--- config.mk ---
export PLATFORM = sky130hd
export DESIGN_NAME = floating_point_multiplier_iter
export DESIGN_NICKNAME = d
export VERILOG_FILES = /design/src/rtl/fp_pkg.sv /design/src/rtl/fp_operand_unpack.sv /design/src/rtl/floating_point_multiplier_iter.sv
export SDC_FILE = /design/constraint.sdc
export NUM_CORES = 1
export LEC_CHECK = 0
export BUFFER_PORTS_ARGS = -buffer_cell sky130_fd_sc_hd__buf_2
export CAP_MARGIN = 20
export CORE_MARGIN = 5
export CORE_UTILIZATION = 55
export CTS_BUF_LIST = sky130_fd_sc_hd__clkbuf_8
export DETAILED_ROUTE_END_ITERATION = 8
export MAX_ROUTING_LAYER = met4
export PLACE_DENSITY = 0.9
export SYNTH_ARGS = -nofsm -noshare
export SYNTH_HDL_FRONTEND = slang
export SYNTH_SLANG_ARGS = --single-unit
--- constraint.sdc ---
create_clock -name clk_i -period 4.87 [get_ports clk_i]
set_input_delay 0.2435 -clock clk_i [delete_from_list [all_inputs] [get_ports clk_i]]
set_output_delay 0.2435 -clock clk_i [all_outputs]
set_load 0.02 [all_outputs]
--- src/rtl/fp_pkg.sv ---
// Shared types and exponent helpers for the floating-point arithmetic library.
package fp_pkg;

   typedef enum logic [1:0] {
      FP_ZERO,
      FP_NORMAL,
      FP_INF,
      FP_NAN
   } fp_class_t;

   typedef enum logic [1:0] {
      IDLE,
      MUL,
      NORM,
      DONE
   } fp_mul_state_t;

   function automatic int fp_bias(input int exp_width);
      return (1 << (exp_width - 1)) - 1;
   endfunction

   function automatic int fp_exp_max(input int exp_width);
      return (1 << exp_width) - 1;
   endfunction

endpackage

--- src/rtl/fp_operand_unpack.sv ---
// Splits a {sign,exp,frac} operand into sign, exponent, significand with hidden
// bit, and its class. Exponent zero is treated as zero regardless of fraction.
module fp_operand_unpack
   import fp_pkg::*;
#(
   parameter int EXP_WIDTH  = 8,
   parameter int FRAC_WIDTH = 23
) (
   input  logic [EXP_WIDTH+FRAC_WIDTH:0] fp,
   output logic                          sign,
   output logic [EXP_WIDTH-1:0]          exp_bits,
   output logic [FRAC_WIDTH:0]           sig,
   output fp_class_t                     cls
);

   // Field split and classification.
   always_comb begin
      sign     = fp[EXP_WIDTH+FRAC_WIDTH];
      exp_bits = fp[EXP_WIDTH+FRAC_WIDTH-1:FRAC_WIDTH];
      sig      = {(exp_bits != '0), fp[FRAC_WIDTH-1:0]};
      if (exp_bits == '0)
         cls = FP_ZERO;
      else if (&exp_bits)
         cls = (fp[FRAC_WIDTH-1:0] == '0) ? FP_INF : FP_NAN;
      else
         cls = FP_NORMAL;
   end

endmodule

--- src/rtl/floating_point_multiplier_iter.sv ---
// Iterative shift-add floating-point multiplier, one operation in flight.
// Subnormal operands and results flush to zero; rounding is nearest, ties away,
// using only the guard bit.
// Optional build macro FP_MUL_ITER_EARLY_OUT_EN: special-class operands bypass
// the multiply loop and go straight to NORM.
module floating_point_multiplier_iter
   import fp_pkg::*;
#(
   parameter int EXP_WIDTH  = 8,
   parameter int FRAC_WIDTH = 23
) (
   input  logic                          clk_i,
   input  logic                          rst_i,
   input  logic [EXP_WIDTH+FRAC_WIDTH:0] fp_a_i,
   input  logic [EXP_WIDTH+FRAC_WIDTH:0] fp_b_i,
   input  logic                          valid_i,
   output logic                          ready_o,
   output logic [EXP_WIDTH+FRAC_WIDTH:0] fp_o,
   output logic                          valid_o,
   input  logic                          ready_i
);

   localparam int P     = FRAC_WIDTH + 1;
   localparam int W     = 1 + EXP_WIDTH + FRAC_WIDTH;
   localparam int EW2   = EXP_WIDTH + 2;
   localparam int CNT_W = $clog2(P);
   localparam logic signed [EW2-1:0] BIAS_S    = EW2'(fp_bias(EXP_WIDTH));
   localparam logic signed [EW2-1:0] EXP_MAX_S = EW2'(fp_exp_max(EXP_WIDTH));
   localparam logic signed [EW2-1:0] ZERO_S    = '0;
   localparam logic signed [EW2-1:0] ONE_S     = EW2'(1);

   fp_mul_state_t           state_q, state_d;
   logic [CNT_W-1:0]        step_q;
   logic                    sign_a, sign_b, sign_q;
   logic [EXP_WIDTH-1:0]    exp_a, exp_b;
   logic [P-1:0]            sig_a, sig_b;
   fp_class_t               cls_a, cls_b, cls_a_q, cls_b_q;
   logic signed [EW2-1:0]   exp_sum_q, e_adj;
   logic [P-1:0]            mcand_q, mplier_q;
   logic [2*P-1:0]          acc_q;
   logic [P:0]              add_sum;
   logic [W-1:0]            fp_q, result_d;
   logic                    accept, norm_hi, guard, nan_res, inf_res, zero_res;
   logic [P-1:0]            sig_n, sig_r;
   logic [P:0]              rnd;

   // Nearest rounding, ties away from zero, guard bit only.
   function automatic logic [P:0] round_nearest(input logic [P-1:0] sig, input logic g);
      return {1'b0, sig} + {{P{1'b0}}, g};
   endfunction

   // Exponent range saturation: overflow to infinity, underflow (or a product
   // without a hidden bit) flushes to signed zero.
   function automatic logic [W-1:0] pack_result(input logic s, input logic signed [EW2-1:0] e,
                                                input logic [P-1:0] sig);
      if (!sig[P-1] || e <= ZERO_S)
         return {s, {(W-1){1'b0}}};
      else if (e >= EXP_MAX_S)
         return {s, {EXP_WIDTH{1'b1}}, {FRAC_WIDTH{1'b0}}};
      return {s, e[EXP_WIDTH-1:0], sig[FRAC_WIDTH-1:0]};
   endfunction

   fp_operand_unpack #(.EXP_WIDTH(EXP_WIDTH), .FRAC_WIDTH(FRAC_WIDTH)) u_unpack_a (
      .fp(fp_a_i), .sign(sign_a), .exp_bits(exp_a), .sig(sig_a), .cls(cls_a)
   );

   fp_operand_unpack #(.EXP_WIDTH(EXP_WIDTH), .FRAC_WIDTH(FRAC_WIDTH)) u_unpack_b (
      .fp(fp_b_i), .sign(sign_b), .exp_bits(exp_b), .sig(sig_b), .cls(cls_b)
   );

   assign accept  = valid_i && (state_q == IDLE);
   assign ready_o = (state_q == IDLE);
   assign valid_o = (state_q == DONE);
   assign fp_o    = fp_q;
   assign add_sum = {1'b0, acc_q[2*P-1:P]} + (mplier_q[0] ? {1'b0, mcand_q} : '0);

   // Next-state logic.
   always_comb begin
      state_d = state_q;
      case (state_q)
         IDLE: if (accept) begin
`ifdef FP_MUL_ITER_EARLY_OUT_EN
            state_d = (cls_a != FP_NORMAL || cls_b != FP_NORMAL) ? NORM : MUL;
`else
            state_d = MUL;
`endif
         end
         MUL:  if (step_q == CNT_W'(P - 1)) state_d = NORM;
         NORM: state_d = DONE;
         DONE: if (ready_i) state_d = IDLE;
         default: state_d = IDLE;
      endcase
   end

   // Control state, step counter and result register; reset drops any in-flight op.
   always_ff @(posedge clk_i) begin
      if (rst_i) begin
         state_q <= IDLE;
         step_q  <= '0;
         fp_q    <= '0;
      end else begin
         state_q <= state_d;
         step_q  <= (state_q == MUL) ? step_q + CNT_W'(1) : '0;
         if (state_q == NORM) fp_q <= result_d;
      end
   end

   // Operand capture and one shift-add step per MUL cycle.
   always_ff @(posedge clk_i) begin
      if (accept) begin
         sign_q    <= sign_a ^ sign_b;
         cls_a_q   <= cls_a;
         cls_b_q   <= cls_b;
         exp_sum_q <= $signed({2'b00, exp_a}) + $signed({2'b00, exp_b}) - BIAS_S;
         mcand_q   <= sig_a;
         mplier_q  <= sig_b;
         acc_q     <= '0;
      end else if (state_q == MUL) begin
         acc_q    <= (2*P)'({add_sum, acc_q[P-1:0]} >> 1);
         mplier_q <= mplier_q >> 1;
      end
   end

   // Normalise, round and special-case substitution for the NORM cycle.
   always_comb begin
      norm_hi  = acc_q[2*P-1];
      sig_n    = norm_hi ? acc_q[2*P-1:P] : acc_q[2*P-2:P-1];
      guard    = norm_hi ? acc_q[P-1] : acc_q[P-2];
      rnd      = round_nearest(sig_n, guard);
      sig_r    = rnd[P] ? rnd[P:1] : rnd[P-1:0];
      e_adj    = exp_sum_q + (norm_hi ? ONE_S : ZERO_S) + (rnd[P] ? ONE_S : ZERO_S);
      nan_res  = (cls_a_q == FP_NAN) || (cls_b_q == FP_NAN) ||
                 (cls_a_q == FP_ZERO && cls_b_q == FP_INF) ||
                 (cls_a_q == FP_INF && cls_b_q == FP_ZERO);
      inf_res  = (cls_a_q == FP_INF) || (cls_b_q == FP_INF);
      zero_res = (cls_a_q == FP_ZERO) || (cls_b_q == FP_ZERO);
      if (nan_res)
         result_d = {sign_q, {EXP_WIDTH{1'b1}}, {FRAC_WIDTH{1'b1}}};
      else if (inf_res)
         result_d = {sign_q, {EXP_WIDTH{1'b1}}, {FRAC_WIDTH{1'b0}}};
      else if (zero_res)
         result_d = {sign_q, {(W-1){1'b0}}};
      else
         result_d = pack_result(sign_q, e_adj, sig_r);
   end

endmodule

Yosys cells after proc, flatten, opt, wreduce, memory -nomap -nowiden
Cells that the tools add are included.
{"block": "word_totals", "reg_bits": 150, "input_bits": 68, "output_inout_bits": 34, "wordCells": 89}
{"block": "classes", "n_lt_le_gt_ge": 2, "n_eq_ne": 11, "reduce_logical": 26, "muxes": 27, "bitwise": 4, "add_sub_neg": 7}
{"op": "32-bit 2-to-1 mux", "n": 6}
{"op": "24-bit 2-to-1 mux", "n": 5}
{"op": "23-bit zero test", "n": 2}
{"op": "24-bit by 1-bit adder with 25-bit output", "n": 1}
{"op": "24-bit by 24-bit adder with 25-bit output", "n": 1}
{"op": "10-bit by 2-bit adder with 10-bit output", "n": 2}
{"op": "8-bit zero test", "n": 2}
{"op": "8-bit AND reduction", "n": 2}
{"op": "8-bit nonzero test", "n": 2}
{"op": "2-bit == test (second input constant)", "n": 6}
{"op": "1-bit 2-to-1 mux", "n": 12}
{"op": "10-bit by 9-bit greater-or-equal comparator with 1-bit output (second input constant)", "n": 1}
{"op": "10-bit by 1-bit less-or-equal comparator with 1-bit output (second input constant)", "n": 1}
{"op": "9-bit by 7-bit subtractor with 10-bit output (second input constant)", "n": 1}
{"op": "8-bit by 8-bit adder with 9-bit output", "n": 1}
{"op": "2-bit one-hot mux with 4 select lines", "n": 1}
{"op": "2-bit zero test", "n": 3}
{"op": "1-bit logical OR", "n": 6}
{"op": "2-bit 2-to-1 mux", "n": 3}
{"op": "2-bit OR reduction", "n": 3}
{"op": "5-bit by 1-bit adder with 5-bit output (second input constant)", "n": 1}
{"op": "5-bit == test (second input constant)", "n": 1}
{"op": "2-bit by 1-bit != test with 1-bit output (second input constant)", "n": 2}
{"op": "1-bit logical AND", "n": 3}
{"op": "other kinds (7)", "n": 9}

Longest topological paths before layout
Gate-level depths: netlist (run 1).
{"block": "logic_depth", "ltp_word": 14, "depth_mapped": 23, "depth_no_buf": 17}

Hierarchy
From an unflattened synthesis (run 1), not the netlist that was laid out.
{"block": "unflattened", "hier_cells": 930, "hier_area_um2": 8393.0}
{"module": "floating_point_multiplier_iter", "n_inst": 1, "area_each_um2": 7714.9, "cells_per_inst": 836}
{"module": "fp_operand_unpack", "n_inst": 2, "area_each_um2": 339.1, "cells_per_inst": 47}

Least setup slack after synthesis (run 1)
Ideal clock, no wire load.
{"block": "synth_timing", "path_type": "register to register", "from": "register acc_q[47]", "to": "register fp_q[21], in the netlist fp_o[21]", "slack_ps": -73, "n_path_buf": 6, "t_arrival_ps": 4810, "path_stages_with_launch": 24, "period_less_slack_ps": 4943, "cell_sequence": "dfxtp_1 buf_6 buf_12 clkbuf_1 clkbuf_1 mux2_2 ha_1 ha_1 and3_1 nand4_1 or4b_1 buf_2 fa_1 inv_1 ha_1 nand3_1 xor2_1 o41ai_1 a31oi_1 a21oi_1 a211oi_4 buf_4 a31oi_1 nor3_1"}
{"block": "synth_via", "elab_chain_cells": 14, "elab_cells_between_ends": 22}
{"element": "start: declaration", "line_no": "floating_point_multiplier_iter.sv:40", "text": "logic [2*P-1:0] acc_q;"}
{"element": "start signal: assignment", "line_no": "floating_point_multiplier_iter.sv:119", "text": "acc_q <= (2*P)'({add_sum, acc_q[P-1:0]} >> 1);"}
{"element": "24-bit 2-to-1 mux / 1-bit 2-to-1 mux (equally long branches)", "line_no": "floating_point_multiplier_iter.sv:127, floating_point_multiplier_iter.sv:128"}
{"element": "24-bit by 1-bit adder with 25-bit output", "line_no": "floating_point_multiplier_iter.sv:49", "text": "return {1'b0, sig} + {{P{1'b0}}, g};"}
{"element": "1-bit 2-to-1 mux", "line_no": "floating_point_multiplier_iter.sv:131", "text": "e_adj = exp_sum_q + (norm_hi ? ONE_S : ZERO_S) + (rnd[P] ? ONE_S : ZERO_S);"}
{"element": "10-bit by 2-bit adder with 10-bit output", "line_no": "floating_point_multiplier_iter.sv:131"}
{"element": "10-bit by 9-bit greater-or-equal comparator with 1-bit output / 10-bit by 1-bit less-or-equal comparator with 1-bit output (equally long branches)", "line_no": "floating_point_multiplier_iter.sv:58, floating_point_multiplier_iter.sv:56"}
{"element": "1-bit 2-to-1 mux / 1-bit logical OR (equally long branches)", "line_no": "floating_point_multiplier_iter.sv:58, floating_point_multiplier_iter.sv:56"}
{"element": "1-bit 2-to-1 mux", "line_no": "floating_point_multiplier_iter.sv:56", "text": "if (!sig[P-1] || e <= ZERO_S)"}
{"element": "1-bit 2-to-1 mux", "line_no": "floating_point_multiplier_iter.sv:141", "text": "else if (zero_res)"}
{"element": "1-bit 2-to-1 mux", "line_no": "floating_point_multiplier_iter.sv:139", "text": "else if (inf_res)"}
{"element": "1-bit 2-to-1 mux", "line_no": "floating_point_multiplier_iter.sv:137", "text": "if (nan_res)"}
{"element": "32-bit 2-to-1 mux *", "line_no": "floating_point_multiplier_iter.sv:60", "text": "return {s, e[EXP_WIDTH-1:0], sig[FRAC_WIDTH-1:0]};"}
{"element": "32-bit 2-to-1 mux *", "line_no": "floating_point_multiplier_iter.sv:141"}
{"element": "32-bit 2-to-1 mux *", "line_no": "floating_point_multiplier_iter.sv:139"}
{"element": "32-bit 2-to-1 mux *", "line_no": "floating_point_multiplier_iter.sv:137"}
{"element": "end signal: assignment", "line_no": "floating_point_multiplier_iter.sv:104", "text": "if (state_q == NORM) fp_q <= result_d;"}
{"element": "end: declaration", "line_no": "floating_point_multiplier_iter.sv:42", "text": "logic [W-1:0] fp_q, result_d;"}
Every way passes the cells marked *; elsewhere a longest branch is shown, timed or not. The select of a mux whose other input is x is not followed.
A chain may end at the register's enable or synchronous reset.

Worst setup path after layout (run 1)
{"block": "layout_timing", "from": "register acc_q[47]", "to": "register fp_q[16], in the netlist fp_o[16]"}
Same word-level chain as after synthesis.

==> results of run 1 <==
==> cells in the final DEF, fill, tap and decap left out, drive strengths merged, types with 4 or more instances in the layout <==
cell,instances
buf,120
nand2,115
nor2,88
dfxtp,65
edfxtp,63
a21oi,50
ha,47
nor3,41
inv,35
and2,29
o21ai,28
a211oi,28
dlygate4sd3,23
xnor2,22
nand3,20
mux2i,18
a31oi,17
clkbuf,17
xor2,17
nand4,16
nor4,15
o21a,12
a21o,10
nor2b,10
mux2,10
o21bai,9
nand2b,8
a21boi,8
nand3b,6
a311oi,6
and3,5
bufinv,5
or3,4
nand4b,4
==> per-layer routing <==
layer  GRT usage [%]  wire, um
met2           38.41      9443
met3           5.122      1829
met5               -         0
met1           30.50      8187
met4           8.530       502
==> sequential cells by signal, indices dropped and copies added (netlist names) <==
name	cells
fp_o	32
acc_q	26
mcand_q	24
mplier_q	24
exp_sum_q	10
step_q	5
cls_a_q	2
cls_b_q	2
state_q	2
sign_q	1
==> stage by stage <==
| stage | total power [W] | cell area (um^2) | hold WS [ps] | TNS (ps) |
|---|---|---|---|---|
| 3_5_place_dp | 0.004192 | 8636 | 437.4 | -2.495 |
| 2_1_floorplan | 0.003573 | 7978 | 342.4 | 0 |
| 6_report | 0.005258 | 9344 | 65.80 | 0 |
| 4_1_cts | 0.005210 | 9289 | 50.34 | 0 |
| 5_1_grt | 0.005594 | 9344 | 54.19 | 0 |
| 3_3_place_gp | 0.004097 | 8636 | 433.6 | 0 |
==> report_power, final <==
part | total (W) | switching, W | internal, W | leakage, nW
clock | 0.000994 | 0.000403 | 0.000591 | 0.241
sequential | 0.00191 | 0.000301 | 0.00161 | 1.13
combinational | 0.00235 | 0.00144 | 0.000911 | 2.55
total | 0.00526 | 0.00214 | 0.00311 | 3.93
==> critical path, cell delays in order (launching register included) <==
cell      delay [ps]
dfxtp_2          350
mux2_2           230
ha_1             170
ha_1             210
and3_1           250
nand4_1          150
or4b_1           560
fa_1             430
inv_1             70
ha_1             230
nand3_1          110
xor2_1           190
o41ai_1          380
a31oi_1          190
a21oi_2          320
a211oi_4          80
buf_4            190
o21bai_1         200
nor3_1            90
==> cells by family after synthesis <==
| group | after synthesis | share of synthesized area [%] |
|---|---|---|
| buffers and inverters | 66 | 3.639 |
| xor gates and xnor gates | 39 | 4.376 |
| AOI/OAI and AO/OA | 191 | 17.08 |
| muxes | 28 | 3.718 |
| adders and majority gates | 50 | 8.125 |
| DFF | 128 | 40.03 |
| and+or+nand+nor | 371 | 23.03 |
==> final timing paths <==
path	from	slack [ps]	depth (start not counted)	to
max	acc_q[47]$_SDFFE_PP0P_	330	18	fp_o[16]$_SDFFE_PP0P_
min	fp_b_i[17]	70	3	mplier_q[17]$_DFFE_PP_
max reg2reg	acc_q[47]$_SDFFE_PP0P_	330	18	fp_o[16]$_SDFFE_PP0P_
min reg2reg	step_q[0]$_SDFF_PP0_	460	1	step_q[0]$_SDFF_PP0_
==> cell type report <==
| type | instances | area (um^2) | share of cell area [%] |
|---|---|---|---|
| Clock inverter | 15 | 188.9 | 2.022 |
| Inverter | 27 | 101.3 | 1.085 |
| Clock buffer | 17 | 234.0 | 2.504 |
| Multi-Input combinational cell | 680 | 4517 | 48.34 |
| Timing Repair Buffer | 143 | 878.3 | 9.400 |
| Tap cell | 184 | 230.2 | 2.464 |
| Sequential cell | 128 | 3194 | 34.19 |
==> what timing repair did <==
| action | 4_1_cts | 5_1_grt |
|---|---|---|
| gates resized for setup | 0 | 3 |
| gates cloned | 0 | 1 |
| pin swaps | 1 | 2 |
| hold buffers | 23 | 0 |
| setup endpoints to repair | 5 | 27 |
| endpoints found under the hold margin | 23 | 0 |
| setup buffers | 0 | 4 |
==> results_dict.tcl, run 1 <==
set metrics [dict create \
    first_iter_violations 690 \
    utilization_pct 65.03 \
    ctsLongestPathBuffers 2 \
    fmax_mhz 220.1 \
    area_delta_synth_final_pct 17.15 \
    drv_cap 0 \
    instances_no_fill 1194 \
    ys.flop_type "dfxtp_1" \
    coreArea_mm2 0.01437 \
    clk_latency_ps 450 \
    routed_wirelength_um 19960 \
    dp_cells 1134 \
    dp_hpwl_um 14240 \
    hold_path.class "input port to register" \
    period_share_pct 93.31 \
    ys_ff_latch 128 \
    yosysSeqAreaShare_pct 40.03 \
    clkSinkCount 128 \
    yosys.cell_count.top_type "nand2_1" \
    hold_viol 0 \
    rows 44 \
    synth_cell_types 76 \
    synthTopCellsByCount "nand2_1 (114), nor2_1 (88), dfxtp_1 (65)" \
    rsz0062_at_grt "no" \
    cts_root_buf "clkbuf_8" \
    cts_made_buffers 17 \
    drtAntennaViolNets 0 \
    syn_inst 873 \
    wire_per_inst_um 16.72 \
    die_height_um 130.4 \
    gp_congestion 0.9692 \
    leakage_nw 3.927 \
    setup-violations-final 0 \
    synth_area_leaders "edfxtp_1 (24%), dfxtp_1 (16%), ha_1 (7.4%)" \
    dieArea_mm2 0.01701 \
    final_nets 1115 \
    syn-cell-area_mm2 0.007976 \
    worst_slack_ps 326.0 \
    synth-edff-count 63 \
    io_pins 102 \
    tritoncts "built" \
    critPathRequiredTime_ps 5190 \
    drive_gt1_share_pct 17.82 \
    clk_pin_slew_ps 70 \
    relSlewSlack_pct 35.14 \
    path_max_fanout 10 \
    die_w_um 130.4 \
    p_per_area_mw_per_mm2 562.7 \
    critical_path_class "register to register" \
    vias 7105 \
    syn_area_per_cell_um2 9.137 \
    fin_crit_ps 4544 \
    worstMarginPinSlew_ps 970.6 \
    start_kind "register" \
    antenna_cells 0 \
    synth_top_area_share_pct 23.72 \
    routed_via_density 5.951 \
    numPortBuffers 101 \
    yosysTopAreaCell "edfxtp_1" \
    grt_pass1_vias 6762 \
    dr.pass1.iters 7 \
    htree_levels 4 \
    drv_slew 0 \
    drc 0 \
    num-fill-cells 1121 \
    worstPathArrival_ps 4860 \
    yosysWarnings 0 \
    ys_async_sr_fraction_pct 0 \
    grt-ovfl-total 0 \
    grt_pass1_wl_um 31960 \
    dp_slack_ps -2.495 \
    antenna_found_initial 0 \
    irDropWorstVdd_mv 0.3267 \
    grt_max_degree 37 \
    end_kind "register" \
    initial_core_util_pct 55.51 \
    synth_fp_nets 991 \
    fin_skew_ps 12.93 \
    outcome "completed" \
    grt_usage_pct 24.07 \
]
(Power assumes the default switching activity.)
==> inputs of run 2 (changes only) <==
BUFFER_PORTS_ARGS = -buffer_cell sky130_fd_sc_hd__clkbuf_2   (was -buffer_cell sky130_fd_sc_hd__buf_2)
CORE_UTILIZATION = 40   (was 55)
PLACE_DENSITY = 0.72   (was 0.9)
==> run 2 against run 1 <==
  * Sequential power is essentially flat
  * First-iteration DRC count shrank 40%
  * Die area grew 34%
  * Sequential share of layout area is the same
  * Flip-flop and latch count is the same
  * Design area is the same
  * Critical endpoint is now fp_o[27]$_SDFFE_PP0P_
  * Combinational power shrank 3%
==> results_dict.tcl, run 2 (synthesis results as in run 1) <==
set metrics [dict create \
    grt_pass1_wl_um 30640 \
    antenna_found_initial 0 \
    r2r_end "fp_o[27]$_SDFFE_PP0P_" \
    leakage_nw 3.833 \
    worstPathArrival_ps 4830 \
    ctsLongestPathBuffers 2 \
    utilization_pct 47.85 \
    wire_per_inst_um 14.90 \
    die_height_um 151.2 \
    slowest_stage "or4b_1" \
    drv_slew 0 \
    finalSetupTns_ps 0 \
    crit_chain "inv_1 > o21ai_0 > ha_1 > and3_1 > nand4_1 > or4b_1 > fa_1 > inv_1 > ha_1 > nand3_1 > xor2_1 > o41ai_1 > a31oi_1 > a21oi_2 > a211oi_4 > buf_4 > nor2b_4 > a211oi_2" \
    p_per_area_mw_per_mm2 542.8 \
    min-delay-start "fp_b_i[14]" \
    worstMarginPinSlew_ps 889.8 \
    critical_path_class "register to register" \
    grt_usage_pct 17.37 \
    grt_pass1_vias 6156 \
    grt-ovfl-total 0 \
    fin_crit_ps 4513 \
    initial_core_util_pct 40.85 \
    clk_latency_ps 450 \
    tritoncts "built" \
    grt_max_degree 44 \
    critPathRequiredTime_ps 5190 \
    relSlewSlack_pct 40.22 \
    clkSinkCount 128 \
    start_kind "register" \
    hold_viol 0 \
    largest_reg_flops 32 \
    dp_hpwl_um 14260 \
    cts_root_buf "clkbuf_8" \
    drive_gt1_share_pct 18.03 \
    routed_via_density 5.252 \
    gp_congestion 0.9249 \
    period_share_pct 92.67 \
    max_stage_delay_ps 550 \
    vias 6665 \
    routed_wirelength_um 18910 \
    fmax_mhz 221.6 \
    reg2reg_slack_ps 360 \
    rsz0062_at_grt "no" \
    holdPathStages 3 \
    htree_levels 4 \
    first_iter_violations 415 \
    clk_pin_slew_ps 80 \
    r2r_cells 18 \
    rows 51 \
    dr.pass1.iters 5 \
    final_nets 1109 \
    layout_common_cells "nand2_1 (114), clkbuf_2 (101), nor2_1 (88), dfxtp_1 (64), edfxtp_1 (63)" \
    num-fill-cells 1889 \
    die_w_um 151.2 \
    outcome "completed" \
    coreArea_mm2 0.01953 \
    path_max_fanout 22 \
    layout_commonest_cell "nand2_1" \
    drtAntennaViolNets 0 \
    setup-violations-final 0 \
    drc 0 \
    antenna_cells 0 \
    irDropWorstVdd_mv 0.2245 \
    end_kind "register" \
    drv_cap 0 \
    holdPathEnd "mplier_q[14]$_DFFE_PP_" \
    cts_made_buffers 17 \
    area_delta_synth_final_pct 17.15 \
    timing.rr.start "acc_q[25]$_SDFFE_PP0P_" \
    io_pins 102 \
    numPortBuffers 101 \
    hold_path.class "input port to register" \
    fin_skew_ps 15.38 \
    dieArea_mm2 0.02286 \
]
==> run 2: where the power goes <==
part / internal (W) / switching, W / total, W
Sequential: 0.00161 / 0.000303 / 0.00191
Clock: 0.000449 / 0.000432 / 0.000881
Combinational: 0.000890 / 0.00139 / 0.00228
Total: 0.00295 / 0.00212 / 0.00507
==> run 2: final cells by class <==
class | count | area, um^2 | area share, %
Multi-Input combinational cell | 679 | 4497 | 48.13
Sequential cell | 128 | 3194 | 34.19
Timing Repair Buffer | 138 | 840.8 | 8.998
Tap cell | 265 | 331.6 | 3.548
Clock buffer | 17 | 234.0 | 2.504
Clock inverter | 15 | 145.1 | 1.553
Inverter | 27 | 101.3 | 1.085
==> run 2: metrics by stage <==
stage               worst slack (ps)  hold slack [ps]  cell area, um^2  total power (W)  cells
floorplan                      27.89            342.4             7978         0.003573    873
global placement               473.3            431.4             8730         0.004154   1214
detailed placement             312.7            440.2             8730         0.004187   1214
CTS                            313.2            29.75             9339         0.005099   1269
global route                   25.04            54.23             9344         0.005462   1269
finish                         357.2            75.48             9344         0.005072   1269
==> run 2: worst max-delay path, delay by kind of cell, from the launching register on <==
family	cells	cell delay, ps
xor gates and xnor gates	1	280
adders and majority gates	3	860
buffers and inverters	3	460
DFF	1	470
AOI/OAI and AO/OA	6	970
and+or+nand+nor	5	1330
==> run 2: how the worst max path moves through the flow <==
| stage | from | end | slack (ps) | depth (start not counted) |
|---|---|---|---|---|
| final | acc_q[25]$_SDFFE_PP0P_ | fp_o[27]$_SDFFE_PP0P_ | 360 | 18 |
| after global routing | acc_q[25]$_SDFFE_PP0P_ | fp_o[25]$_SDFFE_PP0P_ | 30 | 18 |
| after CTS | acc_q[47]$_SDFFE_PP0P_ | fp_o[27]$_SDFFE_PP0P_ | 310 | 18 |
| after detailed placement | acc_q[47]$_SDFFE_PP0P_ | fp_o[27]$_SDFFE_PP0P_ | 310 | 18 |
| after global placement | acc_q[47]$_SDFFE_PP0P_ | fp_o[25]$_SDFFE_PP0P_ | 470 | 18 |
| after floorplan | acc_q[47]$_SDFFE_PP0P_ | fp_o[21]$_SDFFE_PP0P_ | 30 | 23 |
==> run 2: repair_timing <==
action                     CTS  global route
gates resized for setup      0             2
buffers inserted             0             0
setup endpoints to repair    0            18
hold buffers                23             0
hold endpoints to repair    23             0
==> run 2: per-layer routing <==
metal  part of all wire (%)  GRT usage [%]  wire, um  up-vias
li1                       -              -         -     3420
met1                     49          23.93      9245     3070
met2                     45          26.14      8423      159
met3                    5.4          3.202      1027       16
met4                    1.1          5.122       217        0
met5                      0              -         0        -
==> inputs of run 3 (changes only) <==
CTS_BUF_LIST = sky130_fd_sc_hd__clkbuf_16   (was sky130_fd_sc_hd__clkbuf_8)
PLACE_DENSITY = 0.62   (was 0.72)
clock period = 4.15 ns   (was 4.87 ns; I/O delays follow)
==> run 3 against run 2 <==
  * Critical path depth rose by 1
  * Worst setup slack got worse by 170 ps
  * Count of clock-buffer cells in the layout did not move
  * Fmax rose by 14%
  * Non-clock buffer count rose by 24
  * Via count rose by 2.6%
  * Cell count rose by 1.9%
  * Clock power rose by 67%
  * Worst hold slack got worse by 4.3 ps
==> results_dict.tcl, run 3 (synthesis results as in run 1) <==
set metrics [dict create \
    slowest_stage "or4b_4" \
    drtAntennaViolNets 0 \
    critical_path_class "register to register" \
    initial_core_util_pct 40.85 \
    finalPower_w 0.006583 \
    drv_cap 0 \
    layout_common_cells "nand2_1 (113), clkbuf_2 (101), nor2_1 (88), dfxtp_1 (63), edfxtp_1 (63)" \
    hold_path.class "input port to register" \
    cts_made_buffers 17 \
    gp_congestion 0.8855 \
    numPortBuffers 101 \
    dpl_cell_area_mm2 0.008987 \
    rows 51 \
    timing.hold.ws_ps 71.17 \
    routed_via_density 5.286 \
    antenna_found_initial 0 \
    grt_pass1_wl_um 32010 \
    grt-ovfl-total 0 \
    grt_usage_pct 18.09 \
    holdPathStages 3 \
    io_pins 102 \
    cts_root_buf "clkbuf_16" \
    first_iter_violations 520 \
    fin_crit_ps 3965 \
    dp_slack_ps 125.7 \
    dr.pass1.iters 4 \
    die_w_um 151.2 \
    wire_per_inst_um 15.42 \
    cp_common_cell "ha_4" \
    routed_wirelength_um 19940 \
    drc 0 \
    clk_latency_ps 410 \
    antenna_cells 0 \
    end_kind "register" \
    path_max_fanout 10 \
    worstMarginPinSlew_ps 818.4 \
    dieArea_mm2 0.02286 \
    start_kind "register" \
    coreArea_mm2 0.01953 \
    worstPathArrival_ps 4290 \
    max_stage_delay_ps 560 \
    drive_gt1_share_pct 21.89 \
    clk_pin_slew_ps 60 \
    hold_viol 0 \
    largest_reg_flops 32 \
    die_height_um 151.2 \
    r2r_cells 19 \
    grt_max_degree 45 \
    ctsLongestPathBuffers 2 \
    fmax_mhz 252.2 \
    relSlewSlack_pct 45.38 \
    crit_chain "mux2_4 > ha_4 > ha_4 > and3_4 > nand4_1 > or4b_4 > fa_2 > inv_2 > ha_4 > nand3_2 > xor2_2 > o41ai_2 > a31oi_1 > a21oi_2 > a211oi_4 > buf_4 > clkbuf_16 > a31oi_1 > nor3_1" \
    period_share_pct 95.53 \
    fin_area_mm2 0.009902 \
    area_delta_synth_final_pct 24.14 \
    grt_pass1_vias 6287 \
    worst_slack_ps 185.4 \
    tritoncts "built" \
    vias 6835 \
    layout_commonest_cell "nand2_1" \
    irDropWorstVdd_mv 0.3579 \
    critPathRequiredTime_ps 4480 \
    drv_slew 0 \
    dp_hpwl_um 14810 \
    setup-violations-final 0 \
    p_per_area_mw_per_mm2 664.9 \
    final_nets 1133 \
    outcome "completed" \
    leakage_nw 4.076 \
    fin_skew_ps 9.166 \
    htree_levels 4 \
    clkSinkCount 128 \
]
-- run 3: cell count changes in the layout (fill, tap and decap cells not counted), moves of 3 or more --
| cell | previous run | this run |
|---|---|---|
| ha_4 | 0 | 3 |
| inv_6 | 1 | 5 |
| o21ai_1 | 7 | 4 |
| o21ai_2 | 0 | 4 |
| ha_1 | 47 | 44 |
| buf_4 | 14 | 34 |
| clkbuf_16 | 0 | 19 |
| clkbuf_8 | 17 | 0 |
-- run 3: final cells by class --
type	instances	area (um^2)
Clock buffer	17	425.4
Clock inverter	15	158.9
Fill cell	1859	9624
Inverter	27	101.3
Multi-Input combinational cell	679	4606
Sequential cell	128	3198
Tap cell	265	331.6
Timing Repair Buffer	162	1081
-- run 3: timing repair --
| item | 4_1_cts | 5_1_grt |
|---|---|---|
| setup buffers | 0 | 3 |
| resized for setup | 0 | 6 |
| hold buffers | 23 | 0 |
| endpoints found under the hold margin | 23 | 0 |
| endpoints found under the setup margin | 0 | 28 |
-- run 3: path summary, 6_finish.rpt --
check	endpoint	slack, ps	startpoint
setup / recovery	fp_o[2]$_SDFFE_PP0P_	190	acc_q[47]$_SDFFE_PP0P_
hold / removal	mplier_q[1]$_DFFE_PP_	70	fp_b_i[1]
setup reg to reg	fp_o[2]$_SDFFE_PP0P_	190	acc_q[47]$_SDFFE_PP0P_
hold reg to reg	step_q[0]$_SDFF_PP0_	460	step_q[0]$_SDFF_PP0_
-- run 3: layer usage --
| layer | up-vias | track usage, % | part of all wire (%) |
|---|---|---|---|
| met1 | 3171 | 25.96 | 50 |
| met5 | - | - | 0 |
| met3 | 13 | 3.680 | 5.1 |
| li1 | 3488 | - | - |
| met2 | 163 | 26.45 | 44 |
| met4 | 0 | 3.898 | 1.0 |
-- run 3: critical path: cells and delay by family, from the launching register on --
kind | cells | cell delay [ps]
muxes | 1 | 220
buffers and inverters | 3 | 420
xor gates and xnor gates | 1 | 190
and+or+nand+nor | 5 | 1120
DFF | 1 | 370
AOI/OAI and AO/OA | 5 | 760
adders and majority gates | 4 | 800
-- run 3: power breakdown --
part | internal (W) | switching (W) | total (W)
Combinational | 0.00118 | 0.00176 | 0.00294
Clock | 0.000891 | 0.000582 | 0.00147
Sequential | 0.00189 | 0.000281 | 0.00217
-- run 3: per-stage QoR --
step	util (%)	instances	TNS (ps)
after detailed placement	46.03	1233	0
after global placement	46.03	1233	0
after CTS	50.20	1288	0
after global routing	50.71	1293	-14.38
after floorplan	-	873	-4580
final	50.71	1293	0
